### src/rtl/cle_pkg.sv
// Shared types and constants for the sequence-unlock block and its LFSR.
package cle_pkg;

  typedef enum logic [1:0] {
    ST_IDLE     = 2'd0,
    ST_SEQ      = 2'd1,
    ST_UNLOCKED = 2'd2
  } state_t;

  // Taps for x^6 + x^5 + 1: feedback is q[5] ^ q[4]
  localparam logic [5:0] LFSR_TAPS  = 6'b110000;
  localparam logic [5:0] SEED_DEF   = 6'h2D;
  localparam logic [3:0] RELOCK_NIB = 4'hF;

endpackage

### src/rtl/cle_lfsr.sv
// 6-bit Fibonacci LFSR with synchronous load, step enable and a zero guard
// that reloads SEED should the register ever hold zero.
module cle_lfsr
  import cle_pkg::*;
#(
  parameter logic [5:0] SEED = SEED_DEF
) (
  input  logic       clk,
  input  logic       rst_n,
  input  logic       load,
  input  logic       step,
  output logic [5:0] q
);

  always_ff @(posedge clk or negedge rst_n) begin
    if (!rst_n) begin
      q <= SEED;
    end else if (load || (q == 6'd0)) begin
      q <= SEED;
    end else if (step) begin
      q <= {q[4:0], ^(q & LFSR_TAPS)};
    end
  end

endmodule

### src/rtl/cle_seq_unlock.sv
// Bus-sniffing sequence unlock: a keyed series of read hits opens an LFSR
// response window. Optional relock timer is compiled in by CLE_RELOCK_TIMER_EN.
//
// state        | meaning
// ST_IDLE      | locked, no key progress (k = 0)
// ST_SEQ       | locked, k key steps matched so far
// ST_UNLOCKED  | key complete, reads return LFSR bits
module cle_seq_unlock
  import cle_pkg::*;
#(
  parameter int                   ADDR_W  = 14,
  parameter logic [1:0]           WIN_TAG = 2'b01,
  parameter int                   KEY_LEN = 4,
  parameter logic [KEY_LEN*4-1:0] KEY     = {4'h2, 4'h9, 4'hA, 4'hC},
  parameter int                   DOUT_W  = 2,
  parameter logic [5:0]           SEED    = SEED_DEF
`ifdef CLE_RELOCK_TIMER_EN
  , parameter logic [15:0]        TIMEOUT = 16'd50000
`endif
) (
  input  logic              clk,
  input  logic              rst_n,
  input  logic              sel_n,
  input  logic              stb,
  input  logic              rd,
  input  logic [ADDR_W-1:0] addr,
  output logic [DOUT_W-1:0] dout,
  output logic              dout_oe,
  output logic              unlocked
);

  localparam logic [2:0] K_LAST = 3'(KEY_LEN - 1);

  state_t     state;
  logic [2:0] k;
  logic [5:0] lfsr;
  logic [5:0] k_ext;
  logic [3:0] nib;
  logic [3:0] key_arr [8];
  logic       hit;
  logic       rd_hit;
  logic       key_match;
  logic       lfsr_load;
  logic       lfsr_step;
  logic       relock_wr;
  logic       timeout;
  logic       unused_bits;

  assign hit       = !sel_n && stb && (addr[ADDR_W-1:ADDR_W-2] == WIN_TAG);
  assign rd_hit    = hit && rd;
  assign nib       = addr[7:4];
  assign key_match = (nib == key_arr[k]);
  assign k_ext     = {3'b000, k};

  assign lfsr_load = rd_hit && (state != ST_UNLOCKED) && key_match && (k == K_LAST);
  assign lfsr_step = rd_hit && (state == ST_UNLOCKED);
  assign relock_wr = hit && !rd && (state == ST_UNLOCKED) && (nib == RELOCK_NIB);

  assign unused_bits = ^{addr, k_ext, lfsr};

  // Key nibbles unpacked so step 0 (the MS nibble) sits at index 0
  always_comb begin
    for (int i = 0; i < 8; i++) key_arr[i] = 4'h0;
    for (int i = 0; i < KEY_LEN; i++) key_arr[i] = KEY[(KEY_LEN-1-i)*4 +: 4];
  end

`ifdef CLE_RELOCK_TIMER_EN
  logic [15:0] timer;

  assign timeout = (state == ST_UNLOCKED) && !hit && (timer == TIMEOUT - 16'd1);

  always_ff @(posedge clk or negedge rst_n) begin
    if (!rst_n) begin
      timer <= 16'd0;
    end else if (hit || (state != ST_UNLOCKED) || timeout) begin
      timer <= 16'd0;
    end else begin
      timer <= timer + 16'd1;
    end
  end
`else
  assign timeout = 1'b0;
`endif

  always_ff @(posedge clk or negedge rst_n) begin
    if (!rst_n) begin
      state    <= ST_IDLE;
      k        <= 3'd0;
      unlocked <= 1'b0;
    end else if (rd_hit && (state != ST_UNLOCKED)) begin
      if (key_match) begin
        if (k == K_LAST) begin
          state    <= ST_UNLOCKED;
          k        <= 3'd0;
          unlocked <= 1'b1;
        end else begin
          state <= ST_SEQ;
          k     <= k + 3'd1;
        end
      end else if (state == ST_SEQ) begin
        // A wrong nibble may itself be the first key step
        if (nib == key_arr[0]) begin
          k <= 3'd1;
        end else begin
          state <= ST_IDLE;
          k     <= 3'd0;
        end
      end
    end else if (state == ST_UNLOCKED) begin
      if (relock_wr || timeout) begin
        state    <= ST_IDLE;
        k        <= 3'd0;
        unlocked <= 1'b0;
      end
    end
  end

  cle_lfsr #(.SEED(SEED)) u_lfsr (
    .clk   (clk),
    .rst_n (rst_n),
    .load  (lfsr_load),
    .step  (lfsr_step),
    .q     (lfsr)
  );

  assign dout_oe = rd_hit;

  always_comb begin
    dout = '0;
    if (dout_oe) begin
      dout = (state == ST_UNLOCKED) ? lfsr[DOUT_W-1:0] : k_ext[DOUT_W-1:0];
    end
  end

endmodule

### config.mk
export PLATFORM = sky130hd
export DESIGN_NAME = cle_seq_unlock
export DESIGN_NICKNAME = d
export VERILOG_FILES = /design/src/rtl/cle_pkg.sv /design/src/rtl/cle_lfsr.sv /design/src/rtl/cle_seq_unlock.sv
export SDC_FILE = /design/constraint.sdc
export NUM_CORES = 1
export LEC_CHECK = 0
export ABC_AREA = 1
export BUFFER_PORTS_ARGS = -buffer_cell sky130_fd_sc_hd__buf_2
export CAP_MARGIN = 10
export CELL_PAD_IN_SITES_DETAIL_PLACEMENT = 1
export CELL_PAD_IN_SITES_GLOBAL_PLACEMENT = 1
export CORE_MARGIN = 2
export CORE_UTILIZATION = 30
export CTS_CLUSTER_DIAMETER = 60
export DETAILED_ROUTE_END_ITERATION = 8
export PLACE_DENSITY_LB_ADDON = 0.1
export RECOVER_POWER = 25
export SETUP_SLACK_MARGIN = 0.4
export SYNTH_ARGS = -nofsm -noshare
export SYNTH_HDL_FRONTEND = slang
export SYNTH_SLANG_ARGS = --single-unit
### constraint.sdc
create_clock -name clk -period 2.8 [get_ports clk]
set_clock_uncertainty 0.1 [all_clocks]
set_input_delay 0.14 -clock clk [delete_from_list [all_inputs] [get_ports clk]]
set_output_delay 0.14 -clock clk [all_outputs]
set_load 0.01 [all_outputs]
==> metrics.txt, run 1 <==
Fin Setup TNS 0 ns; IO buf count 14; Final setup viols 0; Final Hold Vio Count 0; Clk pin slew, worst setup/hold paths 0.07 ns; largest stage delay on the critical path 0.42 ns; Crit. End Element flip-flop; Synth cell types 21; number of enable flip-flop cells after synthesis 0; Post-synth ARST share 1.00; final instance area 0.00104 mm²; Net count, final 172; core outline area 0.00278 mm²; Hold Slack 0.201 ns; top cells by area, synth dfrtp_1 23%, nand2_1 19%, dfstp_2 12%; post-synthesis adder-cell area fraction 0.0847; clk_lat worst skew 0.27 ns; die footprint 0.00340 mm²; slowest CP cell dfrtp_1; pin count of the biggest net entering global routing 13; VDD IR max 0.235 mV; RSZ-0062 raised after global routing no; proportion of synthesized area in mux cells 0; final core utilization 0.374; Clock Path Buffers 2; CP cell instances inv_1 -> ha_1 -> o21ai_0 -> nand2_1 -> nor2_4 -> nand3_4 -> nand3_1 -> nand2_1 -> nor2_1 -> nor2_1; critical path type reg2reg; Slew @ Worst Pin 0.651 ns; initial antenna violation count 0; synthesis warning total 0; routed len/inst 11.6 µm; simple-gate portion of the synthesized area 0.435; Sink Count 12; standard-cell rows 19; LEAKAGE 0.570 nW; first-pass iteration count of the detailed router 3; fin. max-slew vios 0; DRT iter0 DRCs 11; multi-input logic area 504 µm²; fillers 380; setup ws final 0.898 ns; # IOs 23; Mapped Area 886 µm²; share of cells above drive strength 1 0.260; Starting Density 0.318; Die W 58.3 µm; Final period util 0.679; vias post-DR 841; Post-Syn Area per Cell 6.98 µm²; Die Y 58.3 µm; RePlAce Congestion 0.767; Top FF cell, synth dfrtp_1; FMAX 526 MHz; PwrDens 346 mW/mm²; Rel. slew slack 0.566; dpl hpwl 1730 µm; Post-Synthesis Cells 127; HP Class in2reg; Post-Route WL 2050 µm; post-layout min period 1.90 ns; Mapped Nets 152; Synth Area in Compound Gates 0.0494; share of the synthesized area in the top cell type 0.226; CTS H-tree depth 1; Placed Area 995 µm²; vias per cell 4.75; register bit total from synthesis 12; Antenna Nets Post-Route 0; Global Route Usage Sum 0.143; WP data arrival 1.96 ns; clock root buffer clkbuf_4; number of global-route vias before repair 883; register area 305 µm²; status finished clean; critical path startpoint category flip-flop; ant diodes 0; synth-to-layout area growth 17.4%; CTS tree built; Num CTS Buffers 3; number of max-cap violations 0; residual DRC count 0; # Post-CTS Setup Buffers 0; post-synthesis xor/xnor area fraction 0; first-pass GRT wire length 3760 µm; sequential element share of the synthesized area 0.345; main combinational cell family by area after synthesis simple AND/OR/NAND/NOR gates; largest area contributor in the netlist dfrtp_1; global route overflow 0; WP data required 2.86 ns; Place WS 0.912 ns; maximum fanout along the worst path 7
[kinds of logic (layout without fill, tap and decap cells)]
logic type               count (synthesis)  in the layout
flip-flops                              12             12
AO/OA/AOI/OAI                            8              8
buffers and inverters                   20             39
AND/OR/NAND/NOR                         81             81
adder cells (fa/ha/maj)                  6              6
[flip-flops by register name (all words and copies together), names as in the netlist]
name / count
state: 2
u_lfsr.q: 6
unlocked: 1
k: 3
[critical path, delay by kind of cell (launching register included)]
kind | cells | cell delay, ns
buffers and inverters | 1 | 0.14
AO/OA/AOI/OAI | 1 | 0.15
adder cells (fa/ha/maj) | 1 | 0.23
AND/OR/NAND/NOR | 7 | 0.74
flip-flops | 1 | 0.42
[power by group]
part	total [mW]	switching (mW)	internal, mW
registers	0.180	0.00294	0.177
logic	0.0448	0.0298	0.0150
clock network	0.135	0.0565	0.0789
total	0.360	0.0893	0.271
[area by class of cell]
class / instances / area share
Timing Repair Buffer: 15 / 0.0758
Clock buffer: 4 / 0.0349
Inverter: 20 / 0.0734
Sequential cell: 12 / 0.294
Tap cell: 31 / 0.0373
Multi-Input combinational cell: 95 / 0.485
[placed cells by master (no fill, tap or decap), types with 2 or more instances in the layout]
cell,synthesis,routed
o21ai_0,5,5
nand2_1,44,44
clkbuf_4,0,3
inv_1,16,16
buf_2,0,13
nor3_1,3,3
dfrtp_1,8,8
nor2_2,2,2
nor2_4,2,2
ha_1,6,6
nand3_1,9,9
dfstp_2,4,4
nand2_2,5,5
inv_2,3,3
nand4_1,3,3
nor2_1,10,10
[repair_timing]
item	4_1_cts	5_1_grt
hold endpoints to repair	12	0
setup endpoints to repair	0	0
gates resized for setup	0	0
hold buffers	1	0
[cell usage after synthesis, types with 3 or more instances]
cell / n
dfstp_2: 4
inv_2: 3
nor3_1: 3
nand4_1: 3
nand2_1: 44
o21ai_0: 5
dfrtp_1: 8
nand3_1: 9
inv_1: 16
ha_1: 6
nor2_1: 10
nand2_2: 5
[path summary, 6_finish.rpt]
check / startpoint / end / slack [ns] / cells after the start
max: k[0] / k[2] / 0.90 / 10
min: rd / unlocked / 0.20 / 5
max reg2reg: k[0] / k[2] / 0.90 / 10
min reg2reg: unlocked / unlocked / 0.39 / 2
max in group asynchronous: rst_n / unlocked / 1.88 / 2
min in group asynchronous: rst_n / u_lfsr.q[1] / 0.30 / 2
[metrics by stage]
step	cells	total power, mW
after detailed placement	172	0.228
after floorplan	127	0.209
after global placement	172	0.226
after global routing	177	0.388
final	177	0.360
after CTS	177	0.368
[per-layer routing]
metal | track usage | wire, µm | vias to the layer above
met5 | 0 | 0 | -
li1 | - | - | 431
met4 | 0.0498 | 29 | 0
met3 | 0.0286 | 84 | 5
met1 | 0.189 | 1020 | 390
met2 | 0.234 | 918 | 15
(Power assumes the default switching activity.)
==> run 2, diff against run 1 <==
==> constraint.sdc (replaced) <==
create_clock -name clk -period 1.7 [get_ports clk]
set_clock_uncertainty 0.1 [all_clocks]
set_input_delay 0.085 -clock clk [delete_from_list [all_inputs] [get_ports clk]]
set_output_delay 0.085 -clock clk [all_outputs]
set_load 0.01 [all_outputs]
==> run 2 against run 1 <==
Non-clock buffer count up 15. Count of clock-buffer cells in the layout down 1. Worst setup slack worse by 0.89 ns. Combinational power up 100%. Global-route usage up 1.4 points. Sequential power up 66%. Core utilization up 8.2 points. Worst hold slack worse by 0.027 ns. Fmax up 12%. Wire length up 17%. Critical endpoint unchanged. Largest cell class unchanged. Largest power group unchanged.
==> metrics.txt, run 2 (synthesized netlist as in run 1, its figures left out) <==
WP data required 1.76 ns; Crit. Startpoint k[0]; hold_sp addr[13]; global route overflow 0; Antenna Nets Post-Route 0; top sig layer met4; WP data arrival 1.75 ns; core outline area 0.00278 mm²; FMAX 590 MHz; largest stage delay on the critical path 0.46 ns; DRT iter0 DRCs 12; worst reg2reg path startpoint k[0]; ant diodes 0; number of global-route vias before repair 928; synth-to-layout area growth 43.2%; Crit. End Element flip-flop; IO buf count 14; Starting Density 0.318; fin. max-slew vios 0; routed len/inst 12.5 µm; R2R Setup Slk 0.006 ns; vias post-DR 908; number of flip-flops in the largest register 6; Slew @ Worst Pin 0.686 ns; Rel. slew slack 0.543; pin count of the biggest net entering global routing 13; Global Route Usage Sum 0.158; clk_lat worst skew 0.27 ns; commonest non-fill, non-tap cell in the layout nand2_1; routed wl met2 1210 µm; setup ws final 0.00565 ns; DRT met1 WL 1050 µm; Fin Setup TNS 0 ns; RSZ-0062 raised after global routing yes; maximum fanout along the worst path 7; first-pass iteration count of the detailed router 4; internal cell power 0.408 mW; Final setup viols 0; status finished clean; register share of total power 0.531; Reg with most FFs u_lfsr.q; residual DRC count 0; Sink Count 12; CP cell instances inv_6 -> ha_4 -> nor2_2 -> nand2_1 -> nand2_2 -> nor2_4 -> nand3_4 -> nand3_2 -> nand2_2 -> nor2_1 -> nor2_1; first-pass GRT wire length 4080 µm; Net count, final 187; CTS tree built; die footprint 0.00340 mm²; post-layout min period 1.69 ns; # IOs 23; Hold Path Sink unlocked; final std cells w/o fill 191; RePlAce Congestion 0.740; fillers 360; CP top delay family simple AND/OR/NAND/NOR gates; Regs by FF count u_lfsr.q x6, k x3, state x2; Final Hold Vio Count 0; Place WS -0.0163 ns; Die W 58.3 µm; initial antenna violation count 0; dpl hpwl 1730 µm; most frequent cells in the layout 36 x nand2_1, 15 x buf_4, 13 x buf_2; part of the power in combinational logic 0.162; PwrDens 444 mW/mm²; R2R depth 11; number of max-cap violations 0; Switching Share 0.275; Final period util 0.997; Clk pin slew, worst setup/hold paths 0.07 ns; critical path type reg2reg; Post-Route WL 2390 µm; Num CTS Buffers 3; WHS Path Cells 5; slowest CP cell dfrtp_2; Clock Path Buffers 2; share of cells above drive strength 1 0.494; WL met3 105 µm; Die Y 58.3 µm; Worst R2R End k[2]; VDD IR max 0.293 mV; vias per cell 4.75; critical path startpoint category flip-flop; CTS H-tree depth 1; Net Sw Power 0.155 mW; clock root buffer clkbuf_4; HP Class in2reg; Clock Power Share 0.307; Buf/Inv on CP 1; LEAKAGE 0.654 nW; standard-cell rows 19; placed cells 174
[run 2: cell count changes in the layout (fill, tap and decap cells not counted), moves of 3 or more]
cell,change
nand2_1,-8
inv_1,-6
nand2_2,+6
buf_4,+15
ha_4,+3
inv_4,+3
nand3_1,-3
ha_1,-4
o21ai_0,-3
[run 2: worst register-to-register path: stages, from the launching register on]
cell and delay (ns):
dfrtp_2 0.46, inv_6 0.11, ha_4 0.15, nor2_2 0.04, nand2_1 0.07, nand2_2 0.06
nor2_4 0.12, nand3_4 0.15, nand3_2 0.12, nand2_2 0.07, nor2_1 0.09, nor2_1 0.05
[run 2: per-layer routing]
| layer | vias up | track usage |
|---|---|---|
| li1 | 461 | - |
| met5 | - | 0 |
| met1 | 426 | 0.197 |
| met3 | 4 | 0.0220 |
| met4 | 0 | 0.0498 |
| met2 | 17 | 0.279 |
[run 2: stage by stage]
stage          total power, mW  cell area, µm²  hold slack [ns]   util
6_report                 0.563            1270            0.174  0.456
3_5_place_dp             0.380            1040           -0.119  0.373
4_1_cts                  0.570            1240            0.115  0.447
5_1_grt                  0.592            1270            0.205  0.456
2_1_floorplan            0.348             913           -0.311      -
3_3_place_gp             0.377            1040           -0.121  0.373
[run 2: how the worst max path moves through the flow]
stage          endpoint  cells after the start
6_report           k[2]                     11
5_1_grt            k[2]                     11
4_1_cts            k[2]                     11
3_5_place_dp       k[2]                     10
3_3_place_gp       k[2]                     10
2_1_floorplan      k[2]                     10
[run 2: area by class of cell]
type                       instances  area, µm²  share of cell area
clock buffer                       3       22.5              0.0178
inverter                          20       92.6              0.0730
multi-input combinational         95        616               0.485
sequential                        12        308               0.243
tap                               31       38.8              0.0306
timing repair buffer              30        191               0.151
[run 2: what timing repair did]
item / CTS / global route
hold buffers: 1 / 0
buffers inserted: 10 / 3
resized for setup: 32 / 2
endpoints found under the hold margin: 12 / 0
setup endpoints to repair: 14 / 14
pin swaps: 10 / 4
[run 2: power by group through the flow]
stage | logic (mW) | clock network (mW) | registers [mW]
detailed placement | 0.0778 | 0 | 0.302
CTS | 0.0901 | 0.182 | 0.299
global route | 0.103 | 0.188 | 0.300
finish | 0.0910 | 0.173 | 0.299
global placement | 0.0748 | 0 | 0.302
floorplan | 0.0470 | 0 | 0.301
